<file path="config.mk">
export PLATFORM = sky130hd
export DESIGN_NAME = mult_acc
export DESIGN_NICKNAME = d
export VERILOG_FILES = /design/src/rtl/mult_acc_pkg.sv /design/src/rtl/mult_acc_beat_counter.sv /design/src/rtl/mult_acc.sv
export SDC_FILE = /design/constraint.sdc
export NUM_CORES = 1
export LEC_CHECK = 0
export CORE_ASPECT_RATIO = 0.9
export CORE_UTILIZATION = 46
export DETAILED_ROUTE_END_ITERATION = 7
export GPL_ROUTABILITY_DRIVEN = 0
export HOLD_SLACK_MARGIN = 0.08
export PLACE_DENSITY = 0.71
export SYNTH_ARGS = -nofsm -noshare
export SYNTH_HDL_FRONTEND = slang
export SYNTH_SLANG_ARGS = --single-unit
</file>
<file path="constraint.sdc">
create_clock -name clk -period 4 [get_ports clk]
set_input_delay 0.6 -clock clk [delete_from_list [all_inputs] [get_ports clk]]
set_output_delay 0.6 -clock clk [all_outputs]
set_load 0.02 [all_outputs]
</file>
<file path="src/rtl/mult_acc_pkg.sv">
// mult_acc_pkg: state encoding and default width constants for mult_acc
package mult_acc_pkg;
  typedef logic [1:0] state_t;
  localparam state_t IDLE = 2'd0;
  localparam state_t ACC = 2'd1;
  localparam state_t DONE = 2'd2;
  localparam int DEF_N = 8;
  localparam int DEF_LEN_W = 8;
  localparam int DEF_ACC_W = 2*DEF_N+10;
endpackage

</file>
<file path="src/rtl/mult_acc_beat_counter.sv">
// beat_counter: loadable down-counter flagging a count of exactly one
module beat_counter
  import mult_acc_pkg::*;
#(
  parameter int W = DEF_LEN_W
) (
  input  logic         clk,
  input  logic         rst,
  input  logic         load,
  input  logic         dec,
  input  logic [W-1:0] d,
  output logic         last
);
  logic [W-1:0] cnt;
  always_ff @(posedge clk or posedge rst)
    if (rst) cnt <= '0;
    else if (load) cnt <= d;
    else if (dec) cnt <= cnt - 1'b1;
  assign last = cnt == W'(1);
endmodule

</file>
<file path="src/rtl/mult_acc.sv">
// mult_acc: sums a programmed number of products over valid/ready handshakes.
// Define MULT_ACC_SAT_EN to clamp to all ones on overflow instead of wrapping.
module mult_acc
  import mult_acc_pkg::*;
#(
  parameter int N = DEF_N,
  parameter int ACC_W = 2*N+10,
  parameter int LEN_W = DEF_LEN_W,
  localparam int P = 2*N+2
) (
  input  logic             clk,
  input  logic             rst,
  input  logic             start,
  input  logic [LEN_W-1:0] len,
  input  logic             in_valid,
  output logic             in_ready,
  input  logic [P-1:0]     prod,
  output logic             out_valid,
  input  logic             out_ready,
  output logic [ACC_W-1:0] acc_out,
  output logic             ovf,
  output logic             busy
);
  state_t state, state_nxt;
  logic [ACC_W-1:0] acc, acc_nxt;
  logic [ACC_W:0] sum;
  logic clr, beat, last;
  assign clr = state == IDLE && start;
  assign beat = state == ACC && in_valid;
  assign sum = {1'b0, acc} + (ACC_W+1)'(prod);
  beat_counter #(.W(LEN_W)) u_cnt (
    .clk(clk), .rst(rst), .load(clr), .dec(beat), .d(len), .last(last)
  );
  always_comb begin
    state_nxt = clr ? (len == '0 ? DONE : ACC) :
                (beat && last) ? DONE :
                (state == DONE && out_ready) ? IDLE : state;
`ifdef MULT_ACC_SAT_EN
    acc_nxt = sum[ACC_W] ? '1 : sum[ACC_W-1:0];
`else
    acc_nxt = sum[ACC_W-1:0];
`endif
  end
  always_ff @(posedge clk or posedge rst)
    if (rst) begin
      state <= IDLE;
      acc <= '0;
      ovf <= 1'b0;
    end else begin
      state <= state_nxt;
      if (clr) begin
        acc <= '0;
        ovf <= 1'b0;
      end else if (beat) begin
        acc <= acc_nxt;
        ovf <= ovf | sum[ACC_W];
      end
    end
  assign in_ready = state == ACC;
  assign out_valid = state == DONE;
  assign busy = in_ready | out_valid;
  assign acc_out = acc;
endmodule

</file>
==> impl_metrics.sql <==
INSERT INTO impl_metrics (metric_group, metric, value, unit) VALUES
('timing', 'worst_slew_pin_slew', '646', 'ps'),
('critical_path', 'crit_path_max_incr_delay', '420', 'ps'),
('detailed_routing', 'wl_met3', '348', 'um'),
('power', 'power.clock.fraction', '0.109', ''),
('cts', 'cts_buffers', '5', ''),
('cts', 'tritoncts', 'done', ''),
('final_layout', 'syn_to_final_growth', '27.2', '%'),
('cts', 'post_cts.resized_instances', '0', ''),
('timing', 'maxSlewViolCount', '0', ''),
('job', 'max-cap-violations', '0', ''),
('yosys', 'synth_area_per_cell', '8.34', 'sq um'),
('critical_path', 'worstPathCellList', 'clkdlybuf4s50_1 > ha_1 > fa_1 > a211oi_1 > o21ai_0 > nand3_1 > a21oi_1 > o21ai_0 > mux2i_1', ''),
('final_layout', 'register_area', '926', 'sq um'),
('global_route', 'grt_max_degree', '38', ''),
('yosys', 'ys.warnings.count', '0', ''),
('yosys', 'ys_seq_area_frac', '0.334', ''),
('run_status', 'failed_checks', 'design-rule violations', ''),
('timing', 'achievable-frequency', '0.348', 'GHz'),
('detailed_routing', 'wirelength', '6890', 'um'),
('placed_design', 'post_dp_cell_area', '3440', 'sq um'),
('timing', 'maxSlewHeadroom', '0.567', ''),
('timing', 'finalWorstPathRequiredPeriod', '2870', 'ps'),
('power', 'power_leakage', '1.63', 'nW'),
('detailed_routing', 'remaining_drc_errors', '6', ''),
('detailed_routing', 'routedLengthMet1', '3330', 'um'),
('detailed_routing', 'met2_length', '3140', 'um'),
('final_layout', 'antenna_cells', '0', ''),
('yosys', 'synthCells', '332', ''),
('timing', 'unrepaired_setup_endpoints_after_global_routing', 'false', ''),
('floorplanning', 'die_width', '83.8', 'um'),
('power', 'power.ir.vdd_worst', '0.327', 'mV'),
('critical_path', 'critical-path-slowest-cell', 'clkdlybuf4s50_1', ''),
('detailed_routing', 'wl_per_cell', '14.9', 'um'),
('timing', 'hold_violation_count_in_the_final_report', '0', ''),
('power', 'share_comb_of_total_power', '0.630', ''),
('yosys', 'synth_cell_type_count', '49', ''),
('cts', 'clk_latency', '290', 'ps'),
('placed_design', 'place.port_buffers', '60', ''),
('final_layout', 'utilization', '0.612', ''),
('cts', 'h-tree-depth', '2', ''),
('critical_path', 'crit_top_cell', 'o21ai_0', ''),
('detailed_routing', 'postRouteAntennaNets', '0', ''),
('final_layout', 'finalNetCount', '445', ''),
('detailed_routing', 'drc_marker_count_from_the_first_detailed_route_iteration', '142', ''),
('timing', 'final.setup_skew', '10.9', 'ps'),
('power', 'power_switching_share', '0.464', ''),
('global_route', 'grt_first_pass_wirelength', '11400', 'um'),
('final_layout', 'final_area', '3520', 'sq um'),
('critical_path', 'worst-endpoint-arrival', '3080', 'ps'),
('worst_hold_path', 'worstHoldPathType', 'reg -> reg', ''),
('yosys', 'synth_top_flop_cell', 'dfrtp_1', ''),
('power', 'pwr_density_cell', '692', 'nW/um^2'),
('yosys', 'synth_enable_flop_cells', '0', ''),
('critical_path', 'critical_path.endpoint_type', 'register', ''),
('cts', 'cts.root.buffer_cell', 'clkbuf_8', ''),
('critical_path', 'timing.critical_path.fanout_max', '4', ''),
('global_route', 'via_count_of_the_first_global_routing_pass', '2436', ''),
('final_layout', 'multi_input_comb_area', '1740', 'sq um'),
('floorplanning', 'floorplan.io_pins', '61', ''),
('floorplanning', 'dieArea', '6340', 'sq um'),
('floorplanning', 'floorplan.rows', '26', ''),
('power', 'seq_power_share', '0.261', ''),
('timing', 'final_min_period_over_clock_period', '0.718', ''),
('critical_path', 'timing_worst_setup_path_type', 'in -> reg', ''),
('detailed_routing', 'detail_route.vias_per_cell', '5.77', ''),
('final_layout', 'fillCellCount', '550', ''),
('cts', 'cts.clk_slew.worst_paths', '80', 'ps'),
('run_status', 'result_of_the_run', 'finished, violations left', ''),
('critical_path', 'crit_required', '4210', 'ps'),
('detailed_routing', 'routed.top_layer', 'met4', ''),
('global_route', 'gr-total-overflow', '0', '');
[cell families after synthesis]
| logic type | synth area share |
|---|---|
| DFF | 0.334 |
| buffers and inverters | 0.0375 |
| and+or+nand+nor | 0.201 |
| adders and majority gates | 0.111 |
| xor gates and xnor gates | 0.0379 |
| muxes | 0.0181 |
| AOI/OAI and AO/OA | 0.260 |
[per-stage QoR]
step / instances / setup WS (ps) / hold slack [ps]
final: 461 / 1130 / 493
after floorplan: 332 / 1560 / 512
after global placement: 453 / 976 / 464
after CTS: 461 / 1200 / 504
after detailed placement: 453 / 894 / 486
after global routing: 461 / 1010 / 530
[worst paths after layout]
check	startpoint	to	slack, ps	cells past startpoint
min reg2reg	ovf	ovf	490	2
max in group asynchronous	rst	acc_out[6]	2920	3
max	prod[0]	acc_out[20]	1130	9
max reg2reg	acc_out[0]	acc_out[20]	1480	8
min	ovf	ovf	490	2
min in group asynchronous	rst	u_cnt.cnt[5]	730	3
[cell type report]
| type | instances | area share |
|---|---|---|
| well taps | 70 | 0.0249 |
| repair buffers | 65 | 0.181 |
| multi-input cells | 268 | 0.494 |
| clock buffers | 6 | 0.0206 |
| inverters | 13 | 0.0138 |
| flip-flops and latches | 37 | 0.263 |
| clock inverters | 2 | 0.00284 |
[placed cells by master (no fill, tap or decap), drive strengths merged, types with 8 or more instances in the layout]
cell and count:
dfrtp 37, nand2 41, a31oi 8, a21o 11, inv 13, ha 23, nor2 29, a211oi 9
clkdlybuf4s50 60, a21oi 22, xnor2 10, o21ai 33, and3 8
[synthesized netlist by cell type (5+ instances only)]
library cell   n  share of area
a211oi_1       9          0.024
a21o_1        10          0.027
a21oi_1       21          0.038
a31oi_1        8          0.018
and3_1         8          0.018
clkbuf_1      12          0.016
dfrtp_1       37           0.33
ha_1          23           0.10
inv_1         13          0.018
mux2i_1        5          0.018
nand2_1       41          0.056
nand2b_1       6          0.014
nand3_1        6          0.011
nor2_1        29          0.039
nor4_1         5          0.011
o21ai_0       33          0.060
xnor2_1       10          0.032
[worst max-delay path: cells and delay by family]
family | cells | cell delay [ps]
buffers and inverters | 1 | 420
multiplexers | 1 | 230
AND/OR/NAND/NOR | 1 | 160
AO/OA/AOI/OAI | 4 | 990
adder cells (fa/ha/maj) | 2 | 670
[routing by layer]
metal / global-route usage / up-vias
met5: 0 / -
met4: 0.0556 / 0
met1: 0.293 / 1249
met2: 0.396 / 74
met3: 0.0444 / 7
li1: - / 1329
[power groups by stage]
stage               combinational, W  clock (W)  sequential [W]
finish                       0.00154   0.000267        0.000636
floorplan                   0.000963          0        0.000722
CTS                          0.00153   0.000269        0.000636
global placement             0.00151          0        0.000636
global route                 0.00171   0.000284        0.000657
detailed placement           0.00153          0        0.000640
[state kept, by name, summed over array words and instances, names as in the netlist]
register   cells
ovf            1
u_cnt.cnt      8
acc_out       26
state          2
Power figures use the tool's default switching activity.
